[config.mk]
export PLATFORM = sky130hd
export DESIGN_NAME = mem_issue_queue
export DESIGN_NICKNAME = d
export VERILOG_FILES = /design/src/rtl/mem_issue_queue_pkg.sv /design/src/rtl/mem_issue_queue.sv
export SDC_FILE = /design/constraint.sdc
export NUM_CORES = 1
export LEC_CHECK = 0
export BUFFER_PORTS_ARGS = -buffer_cell sky130_fd_sc_hd__buf_2
export CORE_ASPECT_RATIO = 0.75
export CORE_MARGIN = 4
export CORE_UTILIZATION = 50
export DETAILED_ROUTE_END_ITERATION = 12
export HOLD_SLACK_MARGIN = 0.1
export PLACE_DENSITY = 0.7
export SKIP_LAST_GASP = 1
export SLEW_MARGIN = 20
export SYNTH_ARGS = -nofsm -noshare
export SYNTH_HDL_FRONTEND = slang
export SYNTH_SLANG_ARGS = --single-unit
[constraint.sdc]
create_clock -name clk -period 8.3 [get_ports clk]
set_clock_uncertainty 0.05 [all_clocks]
set_input_delay 0.415 -clock clk [delete_from_list [all_inputs] [get_ports clk]]
set_output_delay 0.415 -clock clk [all_outputs]
set_load 0.01 [all_outputs]
[src/rtl/mem_issue_queue_pkg.sv]
// Utilities: shared memory-op types and helpers.
//   mem_op_e  - memory opcode (LOAD/STORE/CLFLUSH/MNOP). Other 3-bit codes
//               may appear on the bus; they are carried unchanged.
//   alu_inp_t - issued instruction with resolved source operands.
//   is_store  - true when the instruction is a STORE.
package Utilities;

  typedef enum logic [2:0] {
    MNOP    = 3'd0,
    LOAD    = 3'd1,
    STORE   = 3'd2,
    CLFLUSH = 3'd3
  } mem_op_e;

  typedef struct packed {
    mem_op_e     op;
    logic [31:0] src0_val;
    logic [31:0] src1_val;
  } alu_inp_t;

  function automatic logic is_store(input alu_inp_t inst);
    return inst.op == STORE;
  endfunction

endpackage

[src/rtl/mem_issue_queue.sv]
// mem_issue_queue: strict-FIFO issue queue between the operand-resolve stage
// and the memory stage.
//   clk, reset      - rising-edge clock; asynchronous active-low reset
//   enq_valid/inst  - upstream offer; accepted when enq_ready
//   enq_ready       - !full && !flush (no pass-through when full)
//   flush           - discard every queued entry; wins over enq and deq
//   mem_busy        - memory stage busy, combinational in the same cycle
//   mem_in_ready    - head is presented and popped this cycle
//   mem_inst        - head entry (stale/undefined while empty)
//   count           - valid entries; store_count - valid STORE entries
//   empty, full     - count==0, count==DEPTH
// DEPTH must be a power of two in 2..16.
module mem_issue_queue
  import Utilities::*;
#(
  parameter int DEPTH = 4
) (
  input  logic                     clk,
  input  logic                     reset,
  input  logic                     enq_valid,
  input  alu_inp_t                 enq_inst,
  output logic                     enq_ready,
  input  logic                     flush,
  input  logic                     mem_busy,
  output logic                     mem_in_ready,
  output alu_inp_t                 mem_inst,
  output logic [$clog2(DEPTH):0]   count,
  output logic [$clog2(DEPTH):0]   store_count,
  output logic                     empty,
  output logic                     full
);

  localparam int PW = $clog2(DEPTH);
  localparam int CW = PW + 1;

  alu_inp_t        mem [DEPTH];
  logic [PW-1:0]   wr_ptr;
  logic [PW-1:0]   rd_ptr;
  logic            do_enq;
  logic            do_deq;
  logic            enq_st;
  logic            deq_st;

  assign empty = (count == '0);
  assign full  = (count == CW'(DEPTH));

  // Gating with reset keeps both handshakes low while reset is held, even
  // though the registered state alone would already force mem_in_ready low.
  assign enq_ready    = reset && !full && !flush;
  assign mem_in_ready = reset && !empty && !mem_busy && !flush;

  assign do_enq = enq_valid && enq_ready;
  assign do_deq = mem_in_ready;
  assign enq_st = do_enq && is_store(enq_inst);
  assign deq_st = do_deq && is_store(mem_inst);

  assign mem_inst = mem[rd_ptr];

  // Entry storage carries no reset; validity is tracked by count alone.
  always_ff @(posedge clk) begin
    if (do_enq) begin
      mem[wr_ptr] <= enq_inst;
    end
  end

  // Pointers wrap naturally because DEPTH is a power of two.
  always_ff @(posedge clk or negedge reset) begin
    if (!reset) begin
      wr_ptr <= '0;
      rd_ptr <= '0;
    end else if (flush) begin
      wr_ptr <= '0;
      rd_ptr <= '0;
    end else begin
      if (do_enq) wr_ptr <= wr_ptr + PW'(1);
      if (do_deq) rd_ptr <= rd_ptr + PW'(1);
    end
  end

  always_ff @(posedge clk or negedge reset) begin
    if (!reset) begin
      count <= '0;
    end else if (flush) begin
      count <= '0;
    end else begin
      case ({do_enq, do_deq})
        2'b10:   count <= count + CW'(1);
        2'b01:   count <= count - CW'(1);
        default: count <= count;
      endcase
    end
  end

  always_ff @(posedge clk or negedge reset) begin
    if (!reset) begin
      store_count <= '0;
    end else if (flush) begin
      store_count <= '0;
    end else begin
      case ({enq_st, deq_st})
        2'b10:   store_count <= store_count + CW'(1);
        2'b01:   store_count <= store_count - CW'(1);
        default: store_count <= store_count;
      endcase
    end
  end

endmodule

==> run metrics <==
WL/cell=20.29 um; worst vdd ir=0.1792 mV; Final Critical Period=3481 ps; dpl cell area=0.01151 mm2; Area Growth Syn to Fin=24.17%; Synthesized Nets=527; critical path endpoint category=flip-flop; simple logic cell fraction of the synthesized area=2.772%; total track usage=17.03%; Hold-fix buffers, CTS=67; leading register cell type out of synthesis=edfxtp_1; r2r setup slk=4820 ps; Mean Syn Cell Area=23.32 um2; Hold Vio Cnt, Final=0; postcts setup bufs=0; Synth Register Bits=278; worst-margin pin slew=1058 ps; Gate power share=5.6%; Synth Area in XOR/XNOR=0.08364%; die height=133.3 um; met2 GRT Util=27.53%; vias=5354; Switching Fraction=19.74%; CP Class=reg -> reg; DR pass1 iterations=7; RSZ-0062 raised after global routing=false; clock share of power=39.5%; fin util=63.79%; CTS max path bufs=3; complex-gate fraction of the synthesized area=1.589%; Final Max Tran Viols=0; mapped cell area=0.01047 mm2; ANT nets after route=0; diode count=0; Power Dens Cells=220.1 mW/mm2; IO buf count=148; Core Area=0.02038 mm2; setup_tns=0 ps; Routed WL=19.76 mm; antenna violations before repair=0; Worst Path Arrival=3830 ps; Synth Warn #=0; CP Max Fanout=68; Placer Congestion=0.8293; CTS Sinks=278; relative slew slack=29.48%; most frequent cells in the layout=edfxtp_1, buf_2, mux4_2, dlygate4sd3_1, clkbuf_16; # Max-Cap Violations=0; Seq/Total Area, Yosys=79.24%; htree depth=1; Site Rows=45; GR Util met1=24.61%; Setup Viol. Count Final=0; number of global-route vias before repair=5602; hold crit path type=in -> reg; Mapped Cells=449; Yosys cell types=40; busiest grt layer=met2; largest net degree at the start of global routing=69; die area=0.02335 mm2; clock root buffer=clkbuf_16; Synth async-reset ratio=3.597%; share of cells above drive strength 1=37.86%; worst skew pair latency=510 ps; Flop pwr share=54.9%; Initial DRC Count=401; worst path required time=8650 ps; global-route wire length before repair=31.48 mm; Startpoint Class=flip-flop; TritonCTS Buffers=26; cell internal pwr=2.297 mW; Post-synth EDFFs=268; Die W=175.1 um; # DRC=0; area share of fa/ha/maj cells after synthesis=0.8603%; dpl hpwl=11.01 mm; P_sw=0.5649 mW; Nets=750; post-DR vias/cell=5.497; commonest non-fill, non-tap cell in the layout=edfxtp_1; cts repair resizes=0; multiplexer share of the synthesized area=14.41%; Tcrit/Tclk final=41.93%; # IOs=149; combinational family with the most area after synthesis=multiplexers; M3 GR Usage=3.716%; Starting Density=51.38%; gr ovfl total=0; final instance area=0.01300 mm2; max frequency=287.3 MHz; CTS tree=built; clock-pin slew on the worst setup and hold paths=70 ps; status=completed; Leak=4.380 nW
==> cells in the mapped netlist (2+ instances only) <==
library cell | instances | share of area (%)
mux4_2 | 67 | 14
buf_1 | 2 | 0.072
ha_1 | 4 | 0.48
dfrtp_1 | 10 | 2.4
nand3_1 | 2 | 0.096
nand2_1 | 5 | 0.18
o211ai_1 | 2 | 0.14
and3_1 | 5 | 0.30
nor2_1 | 3 | 0.11
o22ai_1 | 2 | 0.12
nand4_1 | 3 | 0.18
a21oi_1 | 2 | 0.096
or3b_2 | 3 | 0.25
or3_1 | 2 | 0.12
a211oi_1 | 3 | 0.22
edfxtp_1 | 268 | 77
nor4_1 | 5 | 0.30
a31oi_1 | 5 | 0.30
o2111ai_1 | 2 | 0.17
nor3_1 | 3 | 0.14
nand2b_1 | 5 | 0.30
and3b_1 | 2 | 0.17
nor2b_1 | 2 | 0.12
nor3b_1 | 2 | 0.14
fa_1 | 2 | 0.38
a2111o_1 | 2 | 0.22
buf_2 | 3 | 0.14
clkbuf_1 | 15 | 0.54
inv_1 | 4 | 0.14
o21ai_0 | 4 | 0.19
==> registers in the layout (all words and copies together), names as in the netlist <==
name,count
count,3
rd_ptr,2
wr_ptr,2
store_count,3
mem,268
==> cell families after synthesis <==
| family | after synthesis |
|---|---|
| AO/OA/AOI/OAI | 24 |
| XOR/XNOR | 1 |
| adder cells (fa/ha/maj) | 6 |
| buffers and inverters | 26 |
| flip-flops | 278 |
| multiplexers | 67 |
| AND/OR/NAND/NOR | 47 |
==> final cells by class <==
| class | count | area, um2 |
|---|---|---|
| fillers | 1420 | 7380 |
| inverters | 5 | 18.77 |
| well taps | 282 | 352.8 |
| clock inverters | 16 | 127.6 |
| repair buffers | 216 | 1419 |
| clock buffers | 32 | 694.4 |
| flip-flops and latches | 278 | 8305 |
| multi-input cells | 145 | 2085 |
==> power by group through the flow <==
| stage | clock [mW] | combinational, mW | sequential, mW |
|---|---|---|---|
| CTS | 1.16 | 0.161 | 1.57 |
| finish | 1.13 | 0.160 | 1.57 |
| global route | 1.22 | 0.174 | 1.57 |
| detailed placement | 0 | 0.135 | 1.60 |
| floorplan | 0 | 0.0743 | 1.60 |
| global placement | 0 | 0.130 | 1.60 |
==> worst max-delay path, stage by stage (launching register included) <==
cell      delay [ps]
dfrtp_4         1120
mux4_2           450
or4_4            470
a211oi_1         270
fa_1             480
nand2b_1         130
a31oi_1           60
o211ai_1         240
nand2_1           80
==> path summary, 6_finish.rpt <==
| check | from | endpoint | cells past startpoint |
|---|---|---|---|
| setup / recovery | rd_ptr[1]$_DFFE_PN0P_ | store_count[1]$_DFFE_PN0P_ | 8 |
| hold / removal | enq_inst[66] | mem[1][66]$_DFFE_PP_ | 1 |
| setup reg to reg | rd_ptr[1]$_DFFE_PN0P_ | store_count[1]$_DFFE_PN0P_ | 8 |
| hold reg to reg | wr_ptr[0]$_DFFE_PN0P_ | wr_ptr[0]$_DFFE_PN0P_ | 1 |
| max in group asynchronous | reset | rd_ptr[1]$_DFFE_PN0P_ | 2 |
| min in group asynchronous | reset | store_count[0]$_DFFE_PN0P_ | 2 |
==> layer usage <==
| layer | wire, um | up-vias |
|---|---|---|
| li1 | - | 2370 |
| met1 | 8712 | 2731 |
| met2 | 9391 | 212 |
| met3 | 1279 | 41 |
| met4 | 378 | 0 |
| met5 | 0 | - |
==> metrics by stage <==
step	total power, mW	instances	worst slack (ps)	hold slack, ps
2_1_floorplan	1.669	449	4965	69.41
3_3_place_gp	1.731	859	4976	264.1
3_5_place_dp	1.737	859	4874	275.1
4_1_cts	2.892	974	4790	110.4
5_1_grt	2.966	974	4671	130.5
6_report	2.861	974	4819	152.6
No activity file was read; power rests on OpenSTA's default activity.
